$ cat src/rtl/radar_scan_sequencer.sv
// radar_scan_sequencer: ping-pong servo sweep; at each angle it waits a
// settle time, triggers a range measurement and hands out one
// (angle, distance) sample per angle over a valid/ready handshake.
// Optional feature macro: RADAR_SCAN_AVG_EN. When defined, it takes two
// measurements per angle and averages them.
module radar_scan_sequencer #(
  parameter int unsigned ANGLE_MIN     = 0,
  parameter int unsigned ANGLE_MAX     = 180,
  parameter int unsigned ANGLE_STEP    = 2,
  parameter int unsigned SETTLE_CYCLES = 1000000,
  parameter int unsigned MEAS_TIMEOUT  = 2000000,
  parameter int unsigned DIST_W        = 10
) (
  input  logic              clk,
  input  logic              reset_n,
  input  logic              enable,
  output logic [7:0]        angle_out,
  output logic              meas_start,
  input  logic              meas_done,
  input  logic [DIST_W-1:0] meas_dist,
  output logic              sample_valid,
  input  logic              sample_ready,
  output logic [7:0]        sample_angle,
  output logic [DIST_W-1:0] sample_dist,
  output logic              sample_timeout,
  output logic              sweep_dir,
  output logic              busy
);

  localparam int unsigned CNT_MAX = (SETTLE_CYCLES > MEAS_TIMEOUT) ? SETTLE_CYCLES : MEAS_TIMEOUT;
  localparam int unsigned CNT_W   = $clog2(CNT_MAX + 1);

  localparam logic [2:0] IDLE      = 3'd0;
  localparam logic [2:0] SETTLE    = 3'd1;
  localparam logic [2:0] TRIG      = 3'd2;
  localparam logic [2:0] WAIT_DONE = 3'd3;
  localparam logic [2:0] EMIT      = 3'd4;
  localparam logic [2:0] STEP      = 3'd5;

  localparam logic [8:0] A_MIN  = 9'(ANGLE_MIN);
  localparam logic [8:0] A_MAX  = 9'(ANGLE_MAX);
  localparam logic [8:0] A_STEP = 9'(ANGLE_STEP);

  logic [2:0]        state, state_nxt;
  logic [CNT_W-1:0]  cnt, cnt_nxt;
  logic [7:0]        angle_nxt;
  logic              dir_nxt;
  logic              start_nxt;
  logic              valid_nxt;
  logic [7:0]        s_angle_nxt;
  logic [DIST_W-1:0] s_dist_nxt;
  logic              s_to_nxt;
  logic              busy_nxt;

  logic              meas_end_c;
  logic              res_to_c;
  logic [DIST_W-1:0] res_dist_c;
  logic [8:0]        a9_c;
  logic [8:0]        up9_c;

`ifdef RADAR_SCAN_AVG_EN
  logic              second, second_nxt;
  logic [DIST_W-1:0] d0, d0_nxt;
  logic              to0, to0_nxt;
  logic [DIST_W:0]   sum_c;
`endif

  // State, counter and registered outputs
  always_ff @(posedge clk or negedge reset_n) begin
    if (!reset_n) begin
      state          <= IDLE;
      cnt            <= '0;
      angle_out      <= 8'(ANGLE_MIN);
      sweep_dir      <= 1'b1;
      meas_start     <= 1'b0;
      sample_valid   <= 1'b0;
      sample_angle   <= '0;
      sample_dist    <= '0;
      sample_timeout <= 1'b0;
      busy           <= 1'b0;
`ifdef RADAR_SCAN_AVG_EN
      second         <= 1'b0;
      d0             <= '0;
      to0            <= 1'b0;
`endif
    end else begin
      state          <= state_nxt;
      cnt            <= cnt_nxt;
      angle_out      <= angle_nxt;
      sweep_dir      <= dir_nxt;
      meas_start     <= start_nxt;
      sample_valid   <= valid_nxt;
      sample_angle   <= s_angle_nxt;
      sample_dist    <= s_dist_nxt;
      sample_timeout <= s_to_nxt;
      busy           <= busy_nxt;
`ifdef RADAR_SCAN_AVG_EN
      second         <= second_nxt;
      d0             <= d0_nxt;
      to0            <= to0_nxt;
`endif
    end
  end

  // Next-state and next-output logic
  always_comb begin
    state_nxt   = state;
    cnt_nxt     = cnt;
    angle_nxt   = angle_out;
    dir_nxt     = sweep_dir;
    start_nxt   = 1'b0;
    valid_nxt   = 1'b0;
    s_angle_nxt = sample_angle;
    s_dist_nxt  = sample_dist;
    s_to_nxt    = sample_timeout;
`ifdef RADAR_SCAN_AVG_EN
    second_nxt  = second;
    d0_nxt      = d0;
    to0_nxt     = to0;
    sum_c       = '0;
`endif

    // meas_done wins over an expiring timeout in the same cycle
    meas_end_c = meas_done || (cnt == CNT_W'(MEAS_TIMEOUT));
    res_to_c   = !meas_done;
    res_dist_c = meas_done ? meas_dist : '1;

    // 9-bit angle arithmetic so the endpoints never wrap
    a9_c  = {1'b0, angle_out};
    up9_c = a9_c + A_STEP;

    case (state)
      IDLE: begin
        if (enable) begin
          state_nxt = SETTLE;
          cnt_nxt   = CNT_W'(SETTLE_CYCLES - 1);
        end
      end
      SETTLE: begin
        if (cnt == '0) state_nxt = TRIG;
        else           cnt_nxt   = cnt - CNT_W'(1);
      end
      TRIG: begin
        start_nxt = 1'b1;
        cnt_nxt   = '0;
        state_nxt = WAIT_DONE;
      end
      WAIT_DONE: begin
        if (meas_end_c) begin
`ifdef RADAR_SCAN_AVG_EN
          if (!second) begin
            second_nxt = 1'b1;
            d0_nxt     = res_dist_c;
            to0_nxt    = res_to_c;
            state_nxt  = TRIG;
          end else begin
            second_nxt  = 1'b0;
            s_angle_nxt = angle_out;
            sum_c       = {1'b0, d0} + {1'b0, res_dist_c};
            if (to0 || res_to_c) begin
              s_dist_nxt = '1;
              s_to_nxt   = 1'b1;
            end else begin
              s_dist_nxt = DIST_W'(sum_c >> 1);
              s_to_nxt   = 1'b0;
            end
            state_nxt = EMIT;
          end
`else
          s_angle_nxt = angle_out;
          s_dist_nxt  = res_dist_c;
          s_to_nxt    = res_to_c;
          state_nxt   = EMIT;
`endif
        end else begin
          cnt_nxt = cnt + CNT_W'(1);
        end
      end
      EMIT: begin
        if (sample_valid && sample_ready) begin
          state_nxt = enable ? STEP : IDLE;
        end else begin
          valid_nxt = 1'b1;
        end
      end
      STEP: begin
        state_nxt = SETTLE;
        cnt_nxt   = CNT_W'(SETTLE_CYCLES - 1);
        if (sweep_dir) begin
          if (up9_c > A_MAX) begin
            if (a9_c != A_MAX) begin
              angle_nxt = 8'(A_MAX);
            end else begin
              dir_nxt   = 1'b0;
              angle_nxt = (a9_c >= A_MIN + A_STEP) ? 8'(a9_c - A_STEP) : 8'(A_MIN);
            end
          end else begin
            angle_nxt = 8'(up9_c);
          end
        end else begin
          if (a9_c < A_MIN + A_STEP) begin
            if (a9_c != A_MIN) begin
              angle_nxt = 8'(A_MIN);
            end else begin
              dir_nxt   = 1'b1;
              angle_nxt = (up9_c > A_MAX) ? 8'(A_MAX) : 8'(up9_c);
            end
          end else begin
            angle_nxt = 8'(a9_c - A_STEP);
          end
        end
      end
      default: state_nxt = IDLE;
    endcase

    busy_nxt = (state_nxt != IDLE);
  end

endmodule

$ cat config.mk
export PLATFORM = sky130hd
export DESIGN_NAME = radar_scan_sequencer
export DESIGN_NICKNAME = d
export VERILOG_FILES = /design/src/rtl/radar_scan_sequencer.sv
export SDC_FILE = /design/constraint.sdc
export NUM_CORES = 1
export LEC_CHECK = 0
export BUFFER_PORTS_ARGS = -buffer_cell sky130_fd_sc_hd__buf_2
export CORE_MARGIN = 2
export CORE_UTILIZATION = 55
export CTS_CLUSTER_SIZE = 28
export DETAILED_ROUTE_END_ITERATION = 8
export PLACE_DENSITY = 0.8
export SKIP_CTS_REPAIR_TIMING = 1
export SYNTH_ARGS = -nofsm -noshare
export SYNTH_HDL_FRONTEND = slang
export SYNTH_SLANG_ARGS = --single-unit
$ cat constraint.sdc
create_clock -name clk -period 9.33 [get_ports clk]
set_input_delay 1.866 -clock clk [delete_from_list [all_inputs] [get_ports clk]]
set_output_delay 1.866 -clock clk [all_outputs]
set_load 0.05 [all_outputs]
==> flow_metrics.tcl, run 1 <==
set metrics [dict create \
    synth_xor_area_share_pct 2.83 \
    grt_pass1_vias 3002 \
    ctsRootBufferMaster "clkbuf_8" \
    p_leak_nw 1.76 \
    insertion_delay_ps 320 \
    gp_congestion 0.895 \
    ys_seq_area_share_pct 35.8 \
    routed_wirelength_um 8630 \
    r2r-end "cnt[20]" \
    cts_buffer_depth 2 \
    clock-sinks 53 \
    chipHeight_um 86.2 \
    r2r-start "state[0]" \
    cts.clk_slew.worst_paths_ps 100 \
    yosys.cell_count.top_type "dfrtp_1" \
    fin_ws_ps 4960 \
    drive_gt1_share_pct 16.8 \
    die_w_um 86.2 \
    final_antenna_net_count 0 \
    max_freq_mhz 229 \
    cts_tree "done" \
    post_synth.cell_area_avg_um2 8.71 \
    pre_cts_slack_ps 5050 \
    hpwl_um 6200 \
    ir_drop_mv 0.179 \
    antennaDiodeCount 0 \
    vias_per_cell 6.32 \
    drc 0 \
    synth-simple-area-share_pct 20.4 \
    muxShareOfSynthArea_pct 2.97 \
    layout.nets 496 \
    num-fill-cells 564 \
    core_um2 6420 \
    grt_pass1_wl_um 14100 \
    cp-startpoint "state[0]" \
    synth_fa_ha_area_share_pct 7.95 \
    grtUsageMet1_pct 32.4 \
    grt-busiest-layer "met2" \
    grt_use_met2_pct 38.3 \
    antenna_found_initial 0 \
    skew_ps 15.6 \
    die-area_um2 7420 \
    synth_top_area_share_pct 35.1 \
    port_buffers 43 \
    use_met3_pct 3.37 \
    synth_edf_count 0 \
    async_flop_share_pct 100 \
    synth_cells 426 \
    io_pins 46 \
    htreeDepth 2 \
    synth.cells.most_frequent "52 x dfrtp_1, 43 x nor2_1, 37 x nand2_1" \
    drt_pre_antenna_iters 5 \
    initialDrtViolationCount 249 \
    rsz0062_at_grt "no" \
    cp-endpoint "cnt[20]" \
    relSlewSlack_pct 39.9 \
    worst_pin_slew_ps 879 \
    slew_viol_final 0 \
    critPathRequiredTime_ps 9540 \
    cts_buffers 5 \
    synth_top_family_by_area "compound AO/OA/AOI/OAI gates" \
    synth.distinct_cells 72 \
    syn_area_um2 3710 \
    synthTopCellsByArea "dfrtp_1 35%, ha_1 7.4%, a21oi_1 4.7%" \
    worstSetupStartpointType "flip-flop" \
    ys_seq_elements 53 \
    r2r_slack_ps 4960 \
    crit_path_max_fanout 21 \
    grt_max_degree 54 \
    period_minus_slack_ps 4370 \
    gr-total-overflow 0 \
    finalSetupViolations 0 \
    status "complete, no violations" \
    grt_util_all_layers_pct 23.5 \
    hp-class "flip-flop to flip-flop" \
    num_rows 29 \
    critical_path_class "flip-flop to flip-flop" \
    ys_warn_count 0 \
    start_util_pct 57.8 \
    fin_crit_sh_pct 46.9 \
    arrival_ps 4590 \
    r2r_cells 11 \
    final.setup.tns_ps 0 \
    max_cap_viol_count 0 \
    synth_flop_cell "dfrtp_1" \
    powerDensity_nw_per_um2 282 \
    synth_largest_area_cell "dfrtp_1" \
    hold_violations 0 \
    end_kind "flip-flop" \
    vias 3390 \
    syn2layout_area_growth_pct 8.86 \
    wire_per_inst_um 16.1 \
    synth_compound_area_share_pct 25.5 \
]
==> metal layers <==
| layer | share of wire, % | up-vias |
|---|---|---|
| met1 | 45 | 1571 |
| met3 | 6.7 | 23 |
| li1 | - | 1644 |
| met4 | 2.2 | 0 |
| met5 | 0 | - |
| met2 | 46 | 152 |
==> registers in the layout, indices dropped and copies added (netlist names) <==
name	flops
cnt	21
sweep_dir	1
sample_timeout	1
meas_start	1
sample_angle	7
sample_valid	1
busy	1
state	3
angle_out	7
sample_dist	10
==> worst min path at each step <==
| stage | slack (ps) | start | cells past startpoint | end |
|---|---|---|---|---|
| finish | 500 | sample_timeout | 1 | sample_timeout |
| CTS | 500 | sample_timeout | 1 | sample_timeout |
| detailed placement | 480 | sample_timeout | 1 | sample_timeout |
| global route | 510 | sample_timeout | 1 | sample_timeout |
| floorplan | 480 | cnt[11] | 2 | cnt[11] |
| global placement | 480 | sample_timeout | 1 | sample_timeout |
==> per-stage QoR <==
stage / area [um2] / power [W] / utilization, % / std cells / hold WS [ps]
6_report: 4040 / 0.00114 / 62.9 / 536 / 496
5_1_grt: 4040 / 0.00123 / 62.9 / 536 / 508
4_1_cts: 4040 / 0.00114 / 62.9 / 536 / 502
3_5_place_dp: 3940 / 0.000987 / 61.4 / 528 / 476
3_3_place_gp: 3940 / 0.000975 / 61.4 / 528 / 478
2_1_floorplan: 3720 / 0.000853 / - / 427 / 478
==> power by group <==
group	switching [W]	leakage (nW)	internal (W)
clock	0.0000840	0.0506	0.0000563
combinational	0.000374	1.08	0.000262
sequential	0.0000676	0.636	0.000293
total	0.000526	1.76	0.000612
==> layout make-up <==
cell class / count / area [um2] / area share, %
clock buffer: 5 / 68.8 / 1.70
clock inverter: 3 / 28.8 / 0.712
inverter: 16 / 60.1 / 1.49
multi-input combinational: 336 / 2220 / 55.0
sequential: 53 / 1330 / 32.8
tap: 77 / 96.3 / 2.38
timing repair buffer: 46 / 238 / 5.88
==> worst max-delay path, cell delays in order (launching register included) <==
cell	delay [ps]
dfrtp_1	480
inv_1	150
nor2_1	570
nand2_1	680
ha_1	610
a21oi_1	350
o21ai_0	180
o21ai_0	250
a211oi_1	90
or3_1	380
a31o_2	250
mux2_2	260
==> cell usage in the layout, fill, tap and decap left out, types with 6 or more instances in the layout <==
cell | netlist | final
o22a_1 | 11 | 11
a21oi_1 | 35 | 35
nor2_1 | 43 | 43
nand2_1 | 37 | 37
dfrtp_1 | 52 | 52
nor3_1 | 8 | 8
nand2b_1 | 6 | 6
ha_1 | 22 | 22
o21ai_0 | 28 | 28
inv_1 | 16 | 16
nand3_1 | 14 | 14
xor2_1 | 9 | 9
buf_2 | 5 | 43
mux2_2 | 8 | 8
o21a_1 | 9 | 9
nor4_1 | 6 | 6
==> logic make-up after synthesis <==
family          Yosys count
other cells               1
xor+xnor                 12
buf+inv                  38
mux                      10
compound gates          138
flops                    53
simple gates            151
fa+ha+maj                23
(Power assumes the default switching activity.)
==> inputs of run 2 (changes only) <==
CORE_UTILIZATION = 53   (was 55)
PLACE_DENSITY = 0.81   (was 0.8)
clock period = 3.7 ns   (was 9.33 ns; I/O delays follow)
==> flow_metrics.tcl, run 2 (synthesis results as in run 1) <==
set metrics [dict create \
    path_buf_inv 2 \
    vias_per_cell 6.10 \
    cts_buffer_depth 2 \
    antennaDiodeCount 0 \
    layout.area.seq_um2 1330 \
    switchingPower_w 0.00135 \
    grt_pass1_vias 3042 \
    slew_viol_final 0 \
    status "complete, no violations" \
    grt_util_all_layers_pct 22.9 \
    crit_path_max_fanout 21 \
    clock-sinks 53 \
    hp-class "primary input to async pin" \
    relSlewSlack_pct 36.0 \
    multi_input_area_um2 2220 \
    largest_reg_flops 21 \
    largestRegisters "cnt x21, sample_dist x10" \
    worst_pin_slew_ps 955 \
    grt_pass1_wl_um 14200 \
    start_util_pct 54.6 \
    p_leak_nw 1.78 \
    wire_per_inst_um 15.7 \
    dp_cells 551 \
    cts.clk_slew.worst_paths_ps 120 \
    cpPeakStageDelay_ps 490 \
    die-area_um2 7690 \
    rsz0062_at_grt "no" \
    chipHeight_um 87.7 \
    powerDensity_nw_per_um2 709 \
    critical_path_class "flip-flop to flip-flop" \
    arrival_ps 3620 \
    ir_drop_mv 0.544 \
    routed_wirelength_um 8760 \
    crit_family "compound AO/OA/AOI/OAI gates" \
    p_int_w 0.00156 \
    syn2layout_area_growth_pct 10.3 \
    pre_cts_slack_ps 368 \
    htreeDepth 2 \
    p_sw_share_pct 46.3 \
    hpwl_um 6360 \
    final.setup.tns_ps 0 \
    initialDrtViolationCount 266 \
    r2r-end "cnt[20]" \
    vias 3411 \
    ctsRootBufferMaster "clkbuf_8" \
    insertion_delay_ps 320 \
    die_w_um 87.7 \
    cts_buffers 5 \
    period_minus_slack_ps 3420 \
    r2r_cells 12 \
    drc 0 \
    end_kind "flip-flop" \
    core_um2 6790 \
    port_buffers 43 \
    cts_tree "done" \
    gp_congestion 0.962 \
    cpMostUsedCell "o21ai_0" \
    r2r-start "state[0]" \
    final_cell_mix "52 x dfrtp_1, 43 x nor2_1, 43 x buf_2, 37 x nand2_1, 35 x a21oi_1" \
    crit_cells 12 \
    holdWs_ps 442 \
    slowest_stage "dfrtp_1" \
    max_cap_viol_count 0 \
    final_antenna_net_count 0 \
    grt_max_degree 31 \
    layout.nets 500 \
    drive_gt1_share_pct 17.5 \
    num_rows 30 \
    drt_pre_antenna_iters 5 \
    antenna_found_initial 0 \
    power_frac_clock_pct 12.7 \
    skew_ps 19.7 \
    gr-total-overflow 0 \
    r2r_slack_ps 280 \
    worstSetupStartpointType "flip-flop" \
    pwr-share-comb_pct 56.2 \
    crit_chain "inv_1 > nor2_1 > nand2_1 > buf_4 > ha_1 > a21oi_1 > o21ai_0 > o21ai_0 > a211oi_1 > or3_1 > a31o_2 > mux2_2" \
    total_power_w 0.00290 \
    io_pins 46 \
    seqPwrFrac_pct 31.1 \
    max_freq_mhz 292 \
    fin_ws_ps 280 \
    finalSetupViolations 0 \
    final_cells 559 \
    regMostFlops "cnt" \
    hold_violations 0 \
    critPathRequiredTime_ps 3900 \
    fin_crit_sh_pct 92.4 \
    num-fill-cells 576 \
    final_common_cell "dfrtp_1" \
]
## run 2: per-layer routing
layer,share of wire [%],global-route usage [%]
met1,46,32.0
met2,46,36.5
met3,6.4,3.68
met4,1.5,7.13
met5,0,0
## run 2: worst max-delay path by stage
stage | start | endpoint | slack (ps)
after global routing | state[0] | cnt[20] | 50
after CTS | state[0] | cnt[20] | 330
after global placement | state[0] | cnt[20] | 540
after floorplan | state[0] | cnt[20] | 360
after detailed placement | state[0] | cnt[20] | 370
final | state[0] | cnt[20] | 280
## run 2: power groups by stage
stage / clock network, W / logic [W] / registers (W)
after CTS: 0.000374 / 0.00160 / 0.000900
after detailed placement: 0 / 0.00159 / 0.000910
after floorplan: 0 / 0.00120 / 0.000951
after global routing: 0.000399 / 0.00180 / 0.000924
after global placement: 0 / 0.00155 / 0.000906
final: 0.000369 / 0.00163 / 0.000903
## run 2: area by class of cell
cell class | count | area share, %
Timing Repair Buffer | 50 | 6.54
Inverter | 16 | 1.47
Sequential cell | 53 | 32.4
Clock inverter | 3 | 0.703
Multi-Input combinational cell | 336 | 54.3
Clock buffer | 5 | 1.68
Tap cell | 96 | 2.93
## run 2: per-stage QoR
stage | utilization (%) | instance area [um2]
finish | 60.3 | 4100
global route | 60.3 | 4100
floorplan | - | 3720
detailed placement | 58.8 | 4000
CTS | 60.3 | 4100
global placement | 58.8 | 4000
==> inputs of run 3 (changes only) <==
CORE_UTILIZATION = 63   (was 53)
PLACE_DENSITY = 0.9   (was 0.81)
clock period = 4.1 ns   (was 3.7 ns; I/O delays follow)
==> flow_metrics.tcl, run 3 (synthesis results as in run 1) <==
set metrics [dict create \
    final_cell_mix "52 x dfrtp_1, 43 x nor2_1, 43 x buf_2, 37 x nand2_1, 35 x a21oi_1" \
    syn2layout_area_growth_pct 9.30 \
    grt_util_all_layers_pct 28.6 \
    largestRegisters "cnt x21, sample_dist x10" \
    crit_chain "inv_1 > nor2_1 > nand2_1 > ha_1 > a21oi_1 > o21ai_0 > o21ai_0 > a211oi_1 > or3_1 > a31o_2 > mux2_2" \
    grt_pass1_vias 3154 \
    insertion_delay_ps 320 \
    chipHeight_um 80.8 \
    cpMostUsedCell "o21ai_0" \
    clock-sinks 53 \
    drt_pre_antenna_iters 5 \
    final.setup.tns_ps 0 \
    crit_family "compound AO/OA/AOI/OAI gates" \
    cpPeakStageDelay_ps 570 \
    io_pins 46 \
    worstSetupStartpointType "flip-flop" \
    max_cap_viol_count 0 \
    p_int_w 0.00139 \
    grt_pass1_wl_um 14700 \
    regMostFlops "cnt" \
    final_cells 534 \
    layout.nets 499 \
    core_um2 5610 \
    fin_crit_sh_pct 90.2 \
    cts_buffer_depth 2 \
    vias_per_cell 6.49 \
    wire_per_inst_um 16.5 \
    antennaDiodeCount 0 \
    cts_buffers 5 \
    relSlewSlack_pct 36.8 \
    crit_path_max_fanout 18 \
    critPathRequiredTime_ps 4310 \
    worst_pin_slew_ps 940 \
    largest_reg_flops 21 \
    antenna_found_initial 0 \
    rsz0062_at_grt "no" \
    num_rows 27 \
    seqPwrFrac_pct 31.5 \
    skew_ps 6.34 \
    p_leak_nw 1.78 \
    drc 0 \
    gp_congestion 0.911 \
    layout.area.seq_um2 1330 \
    status "complete, no violations" \
    slowest_stage "ha_1" \
    critical_path_class "flip-flop to flip-flop" \
    ir_drop_mv 0.399 \
    pre_cts_slack_ps 495 \
    vias 3465 \
    multi_input_area_um2 2220 \
    routed_wirelength_um 8800 \
    end_kind "flip-flop" \
    hold_violations 0 \
    dp_cells 526 \
    slew_viol_final 0 \
    final_antenna_net_count 0 \
    die_w_um 80.8 \
    max_freq_mhz 270 \
    hpwl_um 6460 \
    power_frac_clock_pct 12.5 \
    finalSetupViolations 0 \
    path_buf_inv 1 \
    gr-total-overflow 0 \
    htreeDepth 2 \
    p_sw_share_pct 46.4 \
    drive_gt1_share_pct 17.3 \
    fin_util_pct 72.4 \
    fin_ws_ps 400 \
    cts_tree "done" \
    period_minus_slack_ps 3700 \
    final_common_cell "dfrtp_1" \
    initialDrtViolationCount 340 \
    ctsRootBufferMaster "clkbuf_8" \
    die-area_um2 6520 \
    cts.clk_slew.worst_paths_ps 110 \
    switchingPower_w 0.00121 \
    hp-class "primary input to async pin" \
    pwr-share-comb_pct 56.0 \
    port_buffers 43 \
    arrival_ps 3910 \
    powerDensity_nw_per_um2 641 \
    start_util_pct 66.2 \
    num-fill-cells 415 \
    holdWs_ps 455 \
    grt_max_degree 32 \
]
run 3: path summary, 6_finish.rpt:
check                           depth (start not counted)  slack (ps)           start              end
worst max-delay path                                   11         400        state[0]          cnt[20]
worst max register to register                         11         400        state[0]          cnt[20]
worst min-delay path                                    1         460         reset_n  sample_angle[2]
worst min register to register                          1         510  sample_timeout   sample_timeout
min in group clk                                        1         510  sample_timeout   sample_timeout
max in group asynchronous                               2        2850         reset_n          cnt[12]
run 3: metal layers:
layer / vias to the layer above / GRT usage [%] / part of all wire, %
li1: 1646 / - / -
met1: 1626 / 38.7 / 42
met2: 172 / 47.5 / 48
met3: 21 / 3.89 / 8.0
met4: 0 / 9.66 / 2.3
met5: - / 0 / 0
run 3: worst reg2reg max path, stage by stage, from the launching register on:
cell,delay [ps]
dfrtp_1,490
inv_1,150
nor2_1,170
nand2_1,460
ha_1,570
a21oi_1,340
o21ai_0,180
o21ai_0,250
a211oi_1,90
or3_1,390
a31o_2,250
mux2_2,260
run 3: per-stage QoR:
stage / instance area, um2 / total power (W)
floorplan: 3720 / 0.00194
CTS: 4060 / 0.00257
detailed placement: 3960 / 0.00224
global placement: 3960 / 0.00219
finish: 4060 / 0.00260
global route: 4060 / 0.00281
run 3: power by group through the flow:
stage / Combinational (W) / Sequential [W] / Clock (W)
after floorplan: 0.00108 / 0.000858 / 0
after global placement: 0.00138 / 0.000815 / 0
after detailed placement: 0.00142 / 0.000825 / 0
after CTS: 0.00143 / 0.000814 / 0.000329
after global routing: 0.00162 / 0.000835 / 0.000353
final: 0.00146 / 0.000819 / 0.000325
run 3: layout make-up:
| type | instances | area share [%] |
|---|---|---|
| clock buffers | 5 | 1.70 |
| well taps | 72 | 2.22 |
| repair buffers | 49 | 6.41 |
| flip-flops and latches | 53 | 32.7 |
| clock inverters | 3 | 0.709 |
| inverters | 16 | 1.48 |
| multi-input cells | 336 | 54.8 |
